File: src/rtl/alu_pkg.sv
// -----------------------------------------------------------------------------
// alu_pkg
// Shared definitions for the ALU's multi-cycle arithmetic unit.
//   state_e    : divider control states (IDLE, ITER, DONE)
//   WIDTH_DEF  : default operand/result width in bits
//   cnt_width  : width of an iteration counter that must hold the value w
// -----------------------------------------------------------------------------
package alu_pkg;

    localparam int WIDTH_DEF = 4;

    typedef enum logic [1:0] {
        IDLE = 2'd0,
        ITER = 2'd1,
        DONE = 2'd2
    } state_e;

    // Counter must represent the full iteration count (w), not just w-1.
    function automatic int cnt_width(input int w);
        return $clog2(w + 1);
    endfunction

endpackage

File: src/rtl/alu_sub_borrow.sv
// -----------------------------------------------------------------------------
// alu_sub_borrow
// Combinational unsigned subtractor with an explicit borrow flag, used by the
// divider for its trial subtraction. Borrow is 1 exactly when i_a < i_b.
//   i_a      in  N  minuend
//   i_b      in  N  subtrahend
//   o_diff   out N  i_a - i_b (modulo 2**N)
//   o_borrow out 1  1 when the subtraction underflowed
// -----------------------------------------------------------------------------
module alu_sub_borrow #(
    parameter int N = 5
) (
    input  logic [N-1:0] i_a,
    input  logic [N-1:0] i_b,
    output logic [N-1:0] o_diff,
    output logic         o_borrow
);

    // Zero-extending both operands by one bit makes the extra result bit the
    // borrow: it is set only when the true difference is negative.
    assign {o_borrow, o_diff} = {1'b0, i_a} - {1'b0, i_b};

endmodule

File: src/rtl/alu_div_4b.sv
// -----------------------------------------------------------------------------
// alu_div_4b
// Sequential restoring divider: one shift-and-trial-subtract per clock.
// Unsigned dividend/divisor are captured on an accepted start; quotient and
// remainder are returned with a single-cycle done pulse and held until the
// next accepted start. Division by zero completes in one cycle with
// quotient = all ones, remainder = dividend and div_zero set.
//   i_clk        in  1      rising-edge clock
//   i_rst        in  1      asynchronous active-low reset
//   i_start      in  1      request, sampled only in IDLE
//   i_dividend   in  WIDTH  unsigned numerator
//   i_divisor    in  WIDTH  unsigned denominator
//   o_busy       out 1      high while iterating
//   o_done       out 1      one-cycle pulse, results valid
//   o_quotient   out WIDTH  quotient
//   o_remainder  out WIDTH  remainder
//   o_div_zero   out 1      divisor was zero (held with results)
// -----------------------------------------------------------------------------
module alu_div_4b
    import alu_pkg::*;
#(
    parameter int WIDTH = WIDTH_DEF
) (
    input  logic             i_clk,
    input  logic             i_rst,
    input  logic             i_start,
    input  logic [WIDTH-1:0] i_dividend,
    input  logic [WIDTH-1:0] i_divisor,
    output logic             o_busy,
    output logic             o_done,
    output logic [WIDTH-1:0] o_quotient,
    output logic [WIDTH-1:0] o_remainder,
    output logic             o_div_zero
);

    localparam int CNT_W = cnt_width(WIDTH);

    state_e             r_state;
    state_e             w_state_nxt;
    logic [WIDTH-1:0]   r_q;
    logic [WIDTH-1:0]   w_q_nxt;
    logic [WIDTH-1:0]   r_r;
    logic [WIDTH-1:0]   w_r_nxt;
    logic [WIDTH-1:0]   r_d;
    logic [WIDTH-1:0]   w_d_nxt;
    logic [CNT_W-1:0]   r_count;
    logic [CNT_W-1:0]   w_count_nxt;
    logic               r_div_zero;
    logic               w_div_zero_nxt;
    logic               r_busy;
    logic               r_done;

    logic [WIDTH:0]     w_shifted;
    logic [WIDTH:0]     w_trial;
    logic               w_borrow;
    logic               w_unused_trial_msb;

    // Partial remainder with the next dividend bit brought in from the top of
    // the quotient register.
    assign w_shifted = {r_r, r_q[WIDTH-1]};

    alu_sub_borrow #(
        .N (WIDTH + 1)
    ) u_sub (
        .i_a      (w_shifted),
        .i_b      ({1'b0, r_d}),
        .o_diff   (w_trial),
        .o_borrow (w_borrow)
    );

    // The partial remainder is always below the divisor, so a successful
    // trial never sets the top bit; only the low WIDTH bits are kept.
    assign w_unused_trial_msb = w_trial[WIDTH];

    // NOTE: every next-state variable gets its hold value first, so no path
    // through the case leaves one unassigned and no latch is inferred.
    always_comb begin
        w_state_nxt    = r_state;
        w_q_nxt        = r_q;
        w_r_nxt        = r_r;
        w_d_nxt        = r_d;
        w_count_nxt    = r_count;
        w_div_zero_nxt = r_div_zero;

        case (r_state)
            IDLE: begin
                if (i_start) begin
                    w_d_nxt = i_divisor;
                    if (i_divisor == '0) begin
                        w_q_nxt        = '1;
                        w_r_nxt        = i_dividend;
                        w_count_nxt    = '0;
                        w_div_zero_nxt = 1'b1;
                        w_state_nxt    = DONE;
                    end else begin
                        w_q_nxt        = i_dividend;
                        w_r_nxt        = '0;
                        w_count_nxt    = CNT_W'(WIDTH);
                        w_div_zero_nxt = 1'b0;
                        w_state_nxt    = ITER;
                    end
                end
            end

            ITER: begin
                // Restoring step: keep the trial difference only if it did
                // not borrow; the quotient bit records that outcome.
                w_q_nxt     = {r_q[WIDTH-2:0], ~w_borrow};
                w_r_nxt     = w_borrow ? w_shifted[WIDTH-1:0] : w_trial[WIDTH-1:0];
                w_count_nxt = r_count - CNT_W'(1);
                if (r_count == CNT_W'(1)) begin
                    w_state_nxt = DONE;
                end
            end

            DONE: begin
                w_state_nxt = IDLE;
            end

            default: begin
                w_state_nxt = IDLE;
            end
        endcase
    end

    // NOTE: sequential state uses non-blocking assignments so every register
    // samples the pre-edge values regardless of statement order.
    always_ff @(posedge i_clk or negedge i_rst) begin
        if (!i_rst) begin
            r_state    <= IDLE;
            r_q        <= '0;
            r_r        <= '0;
            r_d        <= '0;
            r_count    <= '0;
            r_div_zero <= 1'b0;
            r_busy     <= 1'b0;
            r_done     <= 1'b0;
        end else begin
            r_state    <= w_state_nxt;
            r_q        <= w_q_nxt;
            r_r        <= w_r_nxt;
            r_d        <= w_d_nxt;
            r_count    <= w_count_nxt;
            r_div_zero <= w_div_zero_nxt;
            // Status flags are flopped from the next state so they line up
            // with the state register and drive the ports glitch-free.
            r_busy     <= (w_state_nxt == ITER);
            r_done     <= (w_state_nxt == DONE);
        end
    end

    assign o_busy      = r_busy;
    assign o_done      = r_done;
    assign o_quotient  = r_q;
    assign o_remainder = r_r;
    assign o_div_zero  = r_div_zero;

endmodule

File: config.mk
export PLATFORM = sky130hd
export DESIGN_NAME = alu_div_4b
export DESIGN_NICKNAME = d
export VERILOG_FILES = /design/src/rtl/alu_pkg.sv /design/src/rtl/alu_sub_borrow.sv /design/src/rtl/alu_div_4b.sv
export SDC_FILE = /design/constraint.sdc
export NUM_CORES = 1
export LEC_CHECK = 0
export CAP_MARGIN = 20
export CORE_ASPECT_RATIO = 1.2
export CORE_MARGIN = 3
export CORE_UTILIZATION = 35
export CTS_CLUSTER_DIAMETER = 150
export CTS_CLUSTER_SIZE = 12
export DETAILED_ROUTE_END_ITERATION = 10
export GPL_ROUTABILITY_DRIVEN = 0
export PLACE_DENSITY_LB_ADDON = 0.2
export SLEW_MARGIN = 20
export SYNTH_ARGS = -nofsm -noshare
export SYNTH_HDL_FRONTEND = slang
export SYNTH_SLANG_ARGS = --single-unit
File: constraint.sdc
create_clock -name i_clk -period 1.9 [get_ports i_clk]
set_input_delay 0.19 -clock i_clk [delete_from_list [all_inputs] [get_ports i_clk]]
set_output_delay 0.19 -clock i_clk [all_outputs]
set_load 0.005 [all_outputs]
==> flow_metrics.tcl <==
set metrics [dict create \
    crit_slowest_cell "dfrtp_1" \
    synth_cell_types 36 \
    htreeDepth 1 \
    maxCapViolations 0 \
    core_area_um2 2920 \
    synth_area_per_cell_um2 9.89 \
    ys_top_cells_by_area "dfrtp_1 (45%), ha_1 (6.8%), nor2_1 (4.1%), o21ai_1 (3.6%), nand2_1 (3.4%)" \
    syn-num-nets 130 \
    cp.depth 7 \
    synth_area_um2 1110 \
    synth_flop_cell "dfrtp_1" \
    period_needed_ps 1800 \
    max_stage_delay_ps 400 \
    switching_share 0.413 \
    powerDensity_nw_per_um2 1780 \
    crit_type "register to register" \
    p_leak_uw 0.000595 \
    io_buffers 21 \
    netSwitchingPower_uw 1030 \
    start_util 0.380 \
    grt_use_total 0.144 \
    clock_path_buffers 2 \
    fin_skew_ps 2.93 \
    postCtsHoldBufs 0 \
    crit_fanout 2 \
    synth_top_cell_area_share 0.452 \
    cp_common_cell "inv_1" \
    hpwlAfterDp_um 1940 \
    r2r_start "o_quotient[3]" \
    area_growth_pct 27.0 \
    routed_wl_um 2550 \
    pwr-share-clk 0.079 \
    arrival_ps 1960 \
    end_kind "register" \
    post-route-period-util 0.948 \
    via_count 930 \
    synth_edf_count 0 \
    fmax_mhz 555 \
    clk_pin_slew_ps 110 \
    cts.sinks 20 \
    status "finished clean" \
    num_rows 21 \
    crit_required_ps 2060 \
    maxSlewHeadroom 0.651 \
    yosysSeqAreaShare 0.452 \
    hp-class "input pin to asynchronous set/reset pin" \
    yosysTopAreaCell "dfrtp_1" \
    worstMarginPinSlew_ps 523 \
    drc 0 \
    yosysWarningCount 0 \
    worst-path-buf-inv 2 \
    grt_max_degree 21 \
    ir_drop_uv 976 \
    grt_pass1_wl_um 4350 \
    vias_per_cell 5.38 \
    syn_inst 112 \
    diodes 0 \
    die-area_um2 3880 \
    intPower_uw 1460 \
    synth_commonest_cells "dfrtp_1 (20), nor2_1 (12), nand2_1 (10)" \
    nets 159 \
    seq_power_share 0.319 \
    antenna_found_initial 0 \
    reg2reg_slack_ps 100 \
    die_h_um 67.6 \
    drt_iter0_markers 32 \
    grt_pass1_vias 956 \
    ys_ff_latch 20 \
    crit_family "adder cells" \
    dr.pass1.iters 4 \
    setup-tns-final_ps 0 \
    clk_latency_ps 290 \
    final_max_slew_viol_count 0 \
    die_w_um 57.3 \
    drive_gt1_frac 0.129 \
    cp-startpoint "o_quotient[3]" \
    crit_path_start_kind "register" \
    cts_tree "yes" \
    ff2ff_path_depth 7 \
    crit_path_end "o_remainder[2]" \
    cts_buffers 3 \
    gr-total-overflow 0 \
    ios 22 \
    cts-root-buf "clkbuf_4" \
    final_hold_viol_count 0 \
    rsz0062_at_grt "no" \
    post_drt_wl_per_cell_um 14.7 \
    async_reset_ff_frac 1.00 \
    p_comb_frac 0.602 \
    final_util 0.482 \
    rr_endpoint "o_remainder[2]" \
    antenna_left 0 \
    crit_chain "inv_1, ha_1, inv_1, fa_1, or3_1, a22oi_2, o31ai_1" \
    synth_most_common_cell "dfrtp_1" \
    setup_violations 0 \
]
-- state kept, by name, indices dropped and copies added, names as in the netlist --
| name | flops |
|---|---|
| o_busy | 1 |
| o_div_zero | 1 |
| o_done | 1 |
| o_quotient | 4 |
| o_remainder | 4 |
| r_count | 3 |
| r_d | 4 |
| r_state | 2 |
-- cells by family after synthesis --
family	Yosys count	share of synthesized area
simple gates	41	0.201
compound gates	30	0.181
flops	20	0.452
buf+inv	11	0.0509
fa+ha+maj	7	0.0859
mux	3	0.0294
-- cell type report --
class	instances	area, um^2
Fill cell	278	1510
Multi-Input combinational cell	81	556
Sequential cell	20	500
Timing Repair Buffer	27	255
Tap cell	34	42.5
Inverter	8	30.0
Clock buffer	3	22.5
-- routing by layer --
| metal | track usage | up-vias | routed length (um) |
|---|---|---|---|
| met1 | 0.186 | 445 | 1180 |
| met4 | 0.0638 | 0 | 43 |
| li1 | - | 457 | - |
| met3 | 0.0191 | 6 | 82 |
| met5 | 0 | - | 0 |
| met2 | 0.240 | 22 | 1240 |
-- power groups by stage --
stage                     combinational (uW)  clock [uW]  sequential, uW
final                                   1500         198             796
after global routing                    1690         224             820
after CTS                               1470         207             793
after detailed placement                1460           0             800
after global placement                  1430           0             792
after floorplan                          970           0             777
-- worst register-to-register path: cells and delay by family (launching register included) --
kind                       cells  cell delay (ps)
adders and majority gates      2              540
and+or+nand+nor                1              390
AOI/OAI and AO/OA              2              240
DFF                            1              400
buffers and inverters          2              120
-- placed cells by master (no fill, tap or decap), drive strengths merged, types with 4 or more instances in the layout --
cell type	count
clkdlybuf4s50	21
dfrtp	20
o21ai	13
nor2	12
nand2	11
inv	8
ha	6
buf	6
nand2b	5
o22ai	4
-- timing repair --
action | CTS | global route
buffers inserted | 0 | 1
gates resized for setup | 0 | 1
setup endpoints to repair | 0 | 1
-- how the worst min path moves through the flow --
stage                  startpoint            end  slack (ps)  cells past startpoint
finish                      i_rst  o_quotient[1]         220                      2
global route                i_rst     r_state[1]         230                      2
CTS                         i_rst     r_count[1]         220                      2
detailed placement  o_quotient[0]  o_quotient[0]         510                      2
global placement       r_count[0]     r_count[0]         500                      1
floorplan                   i_rst         o_busy        -110                      0
-- stage by stage --
step           worst slack, ps  total power (uW)  hold WS, ps  area (um^2)  cells
2_1_floorplan              175              1750         -106         1110    112
3_3_place_gp               173              2230          497         1370    169
3_5_place_dp               119              2260          508         1370    169
4_1_cts                   99.0              2470          221         1390    172
5_1_grt                   12.8              2740          232         1410    173
6_report                  99.7              2500          219         1410    173
Power figures use the tool's default switching activity.
